### config.mk
export PLATFORM = sky130hd
export DESIGN_NAME = sample_fifo
export DESIGN_NICKNAME = d
export VERILOG_FILES = /design/src/rtl/sample_fifo.sv
export SDC_FILE = /design/constraint.sdc
export NUM_CORES = 1
export LEC_CHECK = 0
export BUFFER_PORTS_ARGS = -buffer_cell sky130_fd_sc_hd__buf_4
export CORE_ASPECT_RATIO = 0.8
export CORE_MARGIN = 1
export CORE_UTILIZATION = 55
export DETAILED_ROUTE_END_ITERATION = 16
export HOLD_SLACK_MARGIN = 0.1
export PLACE_DENSITY = 0.76
export SLEW_MARGIN = 10
export SYNTH_ARGS = -nofsm -noshare
export SYNTH_HDL_FRONTEND = slang
export SYNTH_SLANG_ARGS = --single-unit
### constraint.sdc
create_clock -name clk -period 2.75 [get_ports clk]
set_input_delay 0.55 -clock clk [delete_from_list [all_inputs] [get_ports clk]]
set_output_delay 0.55 -clock clk [all_outputs]
set_load 0.02 [all_outputs]
### src/rtl/sample_fifo.sv
// Parametrised synchronous FIFO for the temperature-sample path (sensor in, UART out).
// Define FIFO_ERR_FLAGS_EN to enable the sticky overflow/underflow flags.
module sample_fifo #(
  parameter int unsigned DW        = 8,
  parameter int unsigned AW        = 4,
  parameter int unsigned AFULL_TH  = 12,
  parameter int unsigned AEMPTY_TH = 2
) (
  input  logic          clk,
  input  logic          reset,
  input  logic          flush_i,
  input  logic          wr_en_i,
  input  logic [DW-1:0] wr_data_i,
  input  logic          rd_en_i,
  output logic [DW-1:0] rd_data_o,
  output logic          full_o,
  output logic          empty_o,
  output logic          almost_full_o,
  output logic          almost_empty_o,
  output logic [AW:0]   level_o,
  input  logic          err_clr_i,
  output logic          overflow_o,
  output logic          underflow_o
);

  localparam int unsigned Depth = 2 ** AW;
  localparam int unsigned PtrW  = AW + 1;
  localparam logic [AW:0] AfullTh  = PtrW'(AFULL_TH);
  localparam logic [AW:0] AemptyTh = PtrW'(AEMPTY_TH);

  logic [AW:0]   wr_ptr_q, wr_ptr_d;
  logic [AW:0]   rd_ptr_q, rd_ptr_d;
  logic [AW:0]   level_q, level_d;
  logic [DW-1:0] mem_q [Depth];

  logic ptr_empty;
  logic ptr_full;
  logic rd_ok;
  logic wr_ok;

  // Extra wrap bit distinguishes full from empty when the index bits match.
  assign ptr_empty = (wr_ptr_q == rd_ptr_q);
  assign ptr_full  = (wr_ptr_q[AW-1:0] == rd_ptr_q[AW-1:0]) && (wr_ptr_q[AW] != rd_ptr_q[AW]);

  // A pop in the same cycle frees a slot, so a write on full is still accepted.
  assign rd_ok = rd_en_i && !ptr_empty;
  assign wr_ok = wr_en_i && (!ptr_full || rd_ok);

  always_comb begin
    wr_ptr_d = wr_ptr_q;
    rd_ptr_d = rd_ptr_q;
    level_d  = level_q;
    if (flush_i) begin
      wr_ptr_d = '0;
      rd_ptr_d = '0;
      level_d  = '0;
    end else begin
      if (wr_ok) begin
        wr_ptr_d = wr_ptr_q + PtrW'(1);
      end
      if (rd_ok) begin
        rd_ptr_d = rd_ptr_q + PtrW'(1);
      end
      unique case ({wr_ok, rd_ok})
        2'b10:   level_d = level_q + PtrW'(1);
        2'b01:   level_d = level_q - PtrW'(1);
        default: level_d = level_q;
      endcase
    end
  end

  always_ff @(posedge clk) begin
    if (reset) begin
      wr_ptr_q <= '0;
      rd_ptr_q <= '0;
      level_q  <= '0;
    end else begin
      wr_ptr_q <= wr_ptr_d;
      rd_ptr_q <= rd_ptr_d;
      level_q  <= level_d;
    end
  end

  // Storage is not reset; contents behind the pointers are don't-care.
  always_ff @(posedge clk) begin
    if (!reset && !flush_i && wr_ok) begin
      mem_q[wr_ptr_q[AW-1:0]] <= wr_data_i;
    end
  end

  assign rd_data_o      = mem_q[rd_ptr_q[AW-1:0]];
  assign full_o         = ptr_full;
  assign empty_o        = ptr_empty;
  assign almost_full_o  = (level_q >= AfullTh);
  assign almost_empty_o = (level_q <= AemptyTh);
  assign level_o        = level_q;

`ifdef FIFO_ERR_FLAGS_EN
  logic overflow_q, overflow_d;
  logic underflow_q, underflow_d;
  logic set_ovf;
  logic set_unf;

  assign set_ovf = !flush_i && wr_en_i && !wr_ok;
  assign set_unf = !flush_i && rd_en_i && ptr_empty;

  // A new error in the same cycle as err_clr takes priority over the clear.
  always_comb begin
    overflow_d  = set_ovf || (overflow_q && !err_clr_i);
    underflow_d = set_unf || (underflow_q && !err_clr_i);
  end

  always_ff @(posedge clk) begin
    if (reset) begin
      overflow_q  <= 1'b0;
      underflow_q <= 1'b0;
    end else begin
      overflow_q  <= overflow_d;
      underflow_q <= underflow_d;
    end
  end

  assign overflow_o  = overflow_q;
  assign underflow_o = underflow_q;
`else
  logic unused_err_clr;
  assign unused_err_clr = err_clr_i;
  assign overflow_o     = 1'b0;
  assign underflow_o    = 1'b0;
`endif

endmodule
# ---- Word-level counts from Yosys, hierarchy flattened
# Memories as Yosys holds them, arrays and structs flattened. A register that Yosys moved wholly into a read port is not among the register bits.
# Cells that the tools add are included.
dict set report op_classes {
  add_sub_neg 4
  magnitude_cmp 2
  n_eq_ne 5
  n_mux 5
  n_reduce_logical 12
}
# operator count
set op_table {}
lappend op_table {{adder 5 x 1 -> 5 bit (second input constant)} 3}
lappend op_table {{case mux 5 bit (2 select lines)} 1}
lappend op_table {{2-to-1 mux 4 bit} 2}
lappend op_table {{== test 5 bit} 1}
lappend op_table {{greater-or-equal comparator 5 x 4 -> 1 bit (second input constant)} 1}
lappend op_table {{<= comparator 5 x 2 -> 1 bit (second input constant)} 1}
lappend op_table {{logical AND 1 bit} 5}
lappend op_table {{subtractor 5 x 1 -> 5 bit (second input constant)} 1}
lappend op_table {{== test 4 bit} 1}
lappend op_table {{logical NOT 1 bit} 4}
lappend op_table {{== test 2 x 1 -> 1 bit (second input constant)} 1}
lappend op_table {{== test 2 bit (second input constant)} 1}
lappend op_table {{2-to-1 mux 1 bit} 2}
lappend op_table {{nonzero test 2 bit} 1}
lappend op_table {{OR reduction 2 bit} 1}
lappend op_table {{logical OR 1 bit} 1}
lappend op_table {{!= test 1 bit} 1}
dict set report totals {
  regBits 15
  ram_bits 128
  input_bits 14
  out_inout_bits 19
  word_cells 32
  memories 1
}
# name depth width read_ports rd_ports_with_merged_regs write_ports line
set memory_table {}
lappend memory_table {mem_q 16 8 1 1 1 34} ;# logic [DW-1:0] mem_q [Depth];

# ---- Longest topological paths before layout
dict set report logic_depth {
  word_depth 8
  mapped_depth 12
  ltp_nobuf 10
}

# ---- Worst setup path after synthesis
# No wires, ideal clock.
dict set report synth_timing {
  path_kind {register to register}
  startpoint {register wr_ptr_q[3]}
  endpoint {register level_q[4] (netlist: level_o[4])}
  setup_time_ns 0.072
  arrival_time_ns 2.496
  t_required_ns 2.678
  slack_ns 0.182
  path_stages_with_launch 12
  n_path_buf 2
  period_less_slack_ns 2.568
  path_cell_list {dfxtp_1 -> buf_4 -> xnor2_1 -> and4_1 -> buf_6 -> a21o_2 -> clkinv_2 -> fa_1 -> a21o_1 -> a21oi_1 -> mux2i_4 -> mux2i_1}
}
dict set report synth_via {
  elab_chain_cells 7
  word_cells_on_any_way 12
  classes_between {4 x eq/ne; 1 x mux; 7 x reduce/logical}
}
# element line
set synth_rtl {}
lappend synth_rtl {{start: declaration} 31} ;# logic [AW:0] wr_ptr_q, wr_ptr_d;
lappend synth_rtl {{start signal: assignment} 78} ;# wr_ptr_q <= wr_ptr_d;
lappend synth_rtl {{== test 5 bit / == test 4 bit (equally long branches)} {42, 43}}
lappend synth_rtl {{logical NOT 1 bit / logical AND 1 bit (equally long branches)} {46, 43}}
lappend synth_rtl {{logical AND 1 bit / logical NOT 1 bit (equally long branches)} {46, 47}}
lappend synth_rtl {{logical OR 1 bit} 47} ;# assign wr_ok = wr_en_i && (!ptr_full || rd_ok);
lappend synth_rtl {{logical AND 1 bit} 47}
lappend synth_rtl {{== test 2 x 1 -> 1 bit / == test 2 bit (equally long branches)} 64} ;# unique case ({wr_ok, rd_ok})
lappend synth_rtl {{case mux 5 bit (2 select lines) / nonzero test 2 bit (equally long branches)} n/a}
lappend synth_rtl {{end signal: assignment} 80} ;# level_q <= level_d;
lappend synth_rtl {{end: declaration} 33} ;# logic [AW:0] level_q, level_d;
# Several ways; a longest one is shown, not always the timed one.
# A chain may end at the register's enable or synchronous reset.

==> flow_metrics.tcl <==
set metrics [dict create \
    ios 33 \
    core_area_sq_um 10800 \
    clockBufferDepth 2 \
    drt_iter0_drc 291 \
    hold-worst-slack_ns 0.438 \
    path_clk_slew_ns 0.06 \
    outcome "finished with violations" \
    timing.final.ws_setup_ns -0.0698 \
    post-synth-top-count-cell "edfxtp_1" \
    whs_path_depth 3 \
    hold_viol 0 \
    cts-root-buf "clkbuf_16" \
    worst-path-max-fanout 8 \
    grt_pass1_wl_um 19300 \
    async_flop_share_pct 0 \
    worstPathArrival_ns 2.27 \
    wire_per_inst_um 24.5 \
    worst_path_max_delay_cell "mux4_1" \
    synth_edf_count 128 \
    chipHeight_um 96.3 \
    worstMarginPinSlew_ns 0.628 \
    yosys_register_bits 147 \
    leakagePower_nw 2.45 \
    synthFlopType "edfxtp_1" \
    cp.required_ns 2.20 \
    grt_usage_pct 24.6 \
    max_freq_mhz 355 \
    rows 34 \
    cap_viol_max_count 0 \
    worstSetupEndpointType "output port" \
    cts_num_sinks 147 \
    grt_setup_unrepaired "yes" \
    r2r_cells 9 \
    rrSetupSlack_ns 0.22 \
    detailed_place_hpwl_um 7380 \
    cts_made_buffers 17 \
    slew_headroom_pct 58.1 \
    worst_path_largest_cell_delay_ns 0.56 \
    crit_path_cell_trace "buf_12, buf_16, mux4_1, mux4_2, buf_6" \
    fp.dieArea_sq_um 11500 \
    antenna_found_initial 0 \
    routed_wirelength_um 13000 \
    setup_violations 8 \
    finish.instance_area_sq_um 7240 \
    drc 0 \
    vias 3160 \
    min_from "reset" \
    nNetsFinal 396 \
    worst-path-buf-inv 3 \
    finalCriticalPeriod_ns 2.82 \
    die_w_um 120 \
    r2r_end "level_o[4]" \
    yosys_warnings 0 \
    synthTopCellsByArea "edfxtp_1, mux4_1, dfxtp_1, mux4_2, ha_1" \
    synthTopCellsByCount "edfxtp_1, mux4_1, nor2_1" \
    gr-total-overflow 0 \
    finalPower_mw 4.96 \
    hold_buffers 0 \
    drive_gt1_share_pct 31.6 \
    postPlaceCellArea_sq_um 6570 \
    grt_max_degree 33 \
    first_pass_iters 5 \
    violations "negative setup slack" \
    whs_endpoint "level_o[4]" \
    vias_per_cell 5.96 \
    critical-path-top-delay-family "multiplexers" \
    post-route-period-util_pct 103 \
    yosys.area.top_type "edfxtp_1" \
    ant_nets 0 \
    synth_top_area_share_pct 62.9 \
    dp.cells 494 \
    syn_area_sq_um 6110 \
    start_kind "flip-flop" \
    clock_skew_ns 0.00621 \
    syn2layout_area_growth_pct 18.6 \
    yosysSeqAreaShare_pct 69.2 \
    cts_tree "built" \
    gp_congestion 0.828 \
    hold_class "primary input to flip-flop" \
    ir_drop_mv 0.437 \
    power.density_nw_per_um2 685 \
    syn-instance-count 315 \
    final-max-slew-violation-count 0 \
    port_buffers 29 \
    diodes 0 \
    h-tree-depth 4 \
    synth_area_per_cell_sq_um 19.4 \
    worstReg2RegStart "rd_ptr_q[3]" \
    crit_type "flip-flop to output port" \
    clk_latency_ns 0.41 \
    ys_types 39 \
    initial_core_util_pct 56.3 \
    path_depth 5 \
    fin_cells 530 \
    grt_pass1_vias 3127 \
]
-- power breakdown --
group | internal (mW) | switching, mW | total [mW]
clock network | 1.50 | 0.841 | 2.34
registers | 2.43 | 0.00919 | 2.44
logic | 0.0785 | 0.103 | 0.182
-- flip-flops by register name, indices dropped and copies added, names as in the netlist, named ones only --
name      count
rd_ptr_q      5
mem_q       128
level_o       5
wr_ptr_q      5
-- per-layer routing --
metal	up-vias	share of wire (%)	GRT usage (%)
li1	1380	-	-
met1	1633	43	34.1
met2	130	48	38.4
met3	17	6.9	6.46
met4	0	1.5	8.13
met5	-	0	0
-- per-stage QoR --
step	TNS, ns	util, %	setup slack, ns
after floorplan	0	-	0.182
after global placement	0	60.6	0.192
after detailed placement	0	60.6	0.101
after CTS	-0.625	67.0	-0.110
after global routing	-0.870	66.7	-0.128
final	-0.391	66.7	-0.0698
-- kinds of logic after synthesis --
| family | count (synthesis) | share of synthesized area, % |
|---|---|---|
| flops | 147 | 69.2 |
| simple gates | 57 | 4.34 |
| mux | 47 | 17.9 |
| compound gates | 20 | 2.23 |
| buf+inv | 19 | 2.17 |
| xor+xnor | 15 | 2.15 |
| fa+ha+maj | 9 | 1.97 |
| other cells | 1 | 0.0614 |
-- cells in the final DEF (no fill, tap or decap), types with 4 or more instances in the layout --
| cell type | n |
|---|---|
| edfxtp_1 | 128 |
| buf_4 | 40 |
| nor2_1 | 26 |
| clkinv_1 | 4 |
| clkinv_2 | 4 |
| mux2i_1 | 5 |
| xor2_1 | 4 |
| xnor2_1 | 10 |
| mux4_1 | 9 |
| bufinv_16 | 4 |
| nand2_1 | 5 |
| buf_6 | 8 |
| dfxtp_1 | 16 |
| buf_12 | 4 |
| mux4_2 | 31 |
| nor3_1 | 8 |
| ha_1 | 8 |
| a21oi_1 | 7 |
| nand3_1 | 5 |
| clkbuf_16 | 17 |
| nand4_1 | 4 |
-- worst max path at each step --
stage | from | slack (ns) | endpoint
floorplan | wr_ptr_q[3] | 0.18 | level_o[4]
global placement | wr_ptr_q[0] | 0.19 | level_o[4]
detailed placement | wr_ptr_q[0] | 0.10 | level_o[4]
CTS | flip-flop | -0.11 | rd_data_o[6]
global route | flip-flop | -0.13 | rd_data_o[7]
finish | flip-flop | -0.07 | rd_data_o[7]
-- repair_timing --
item / CTS / global route
setup buffers: 2 / 0
gates resized for setup: 28 / 7
cloned: 3 / 0
setup endpoints to repair: 8 / 9
pin swaps: 0 / 0
-- area by class of cell --
| cell class | instances | area, sq um |
|---|---|---|
| Timing Repair Buffer | 54 | 526 |
| Inverter | 3 | 12.5 |
| Clock inverter | 13 | 165 |
| Sequential cell | 147 | 4230 |
| Multi-Input combinational cell | 150 | 1690 |
| Fill cell | 730 | 3610 |
| Tap cell | 144 | 180 |
| Clock buffer | 19 | 433 |
-- worst reg2reg max path: stages, from the launching register on --
cell and delay, ns:
dfxtp_1 0.42, xnor2_1 0.16, and4_1 0.23, a21o_2 0.20, clkinv_2 0.17, fa_1 0.43
a21o_1 0.18, a21oi_2 0.19, mux2i_4 0.25, mux2i_1 0.20
Power figures use the tool's default switching activity.
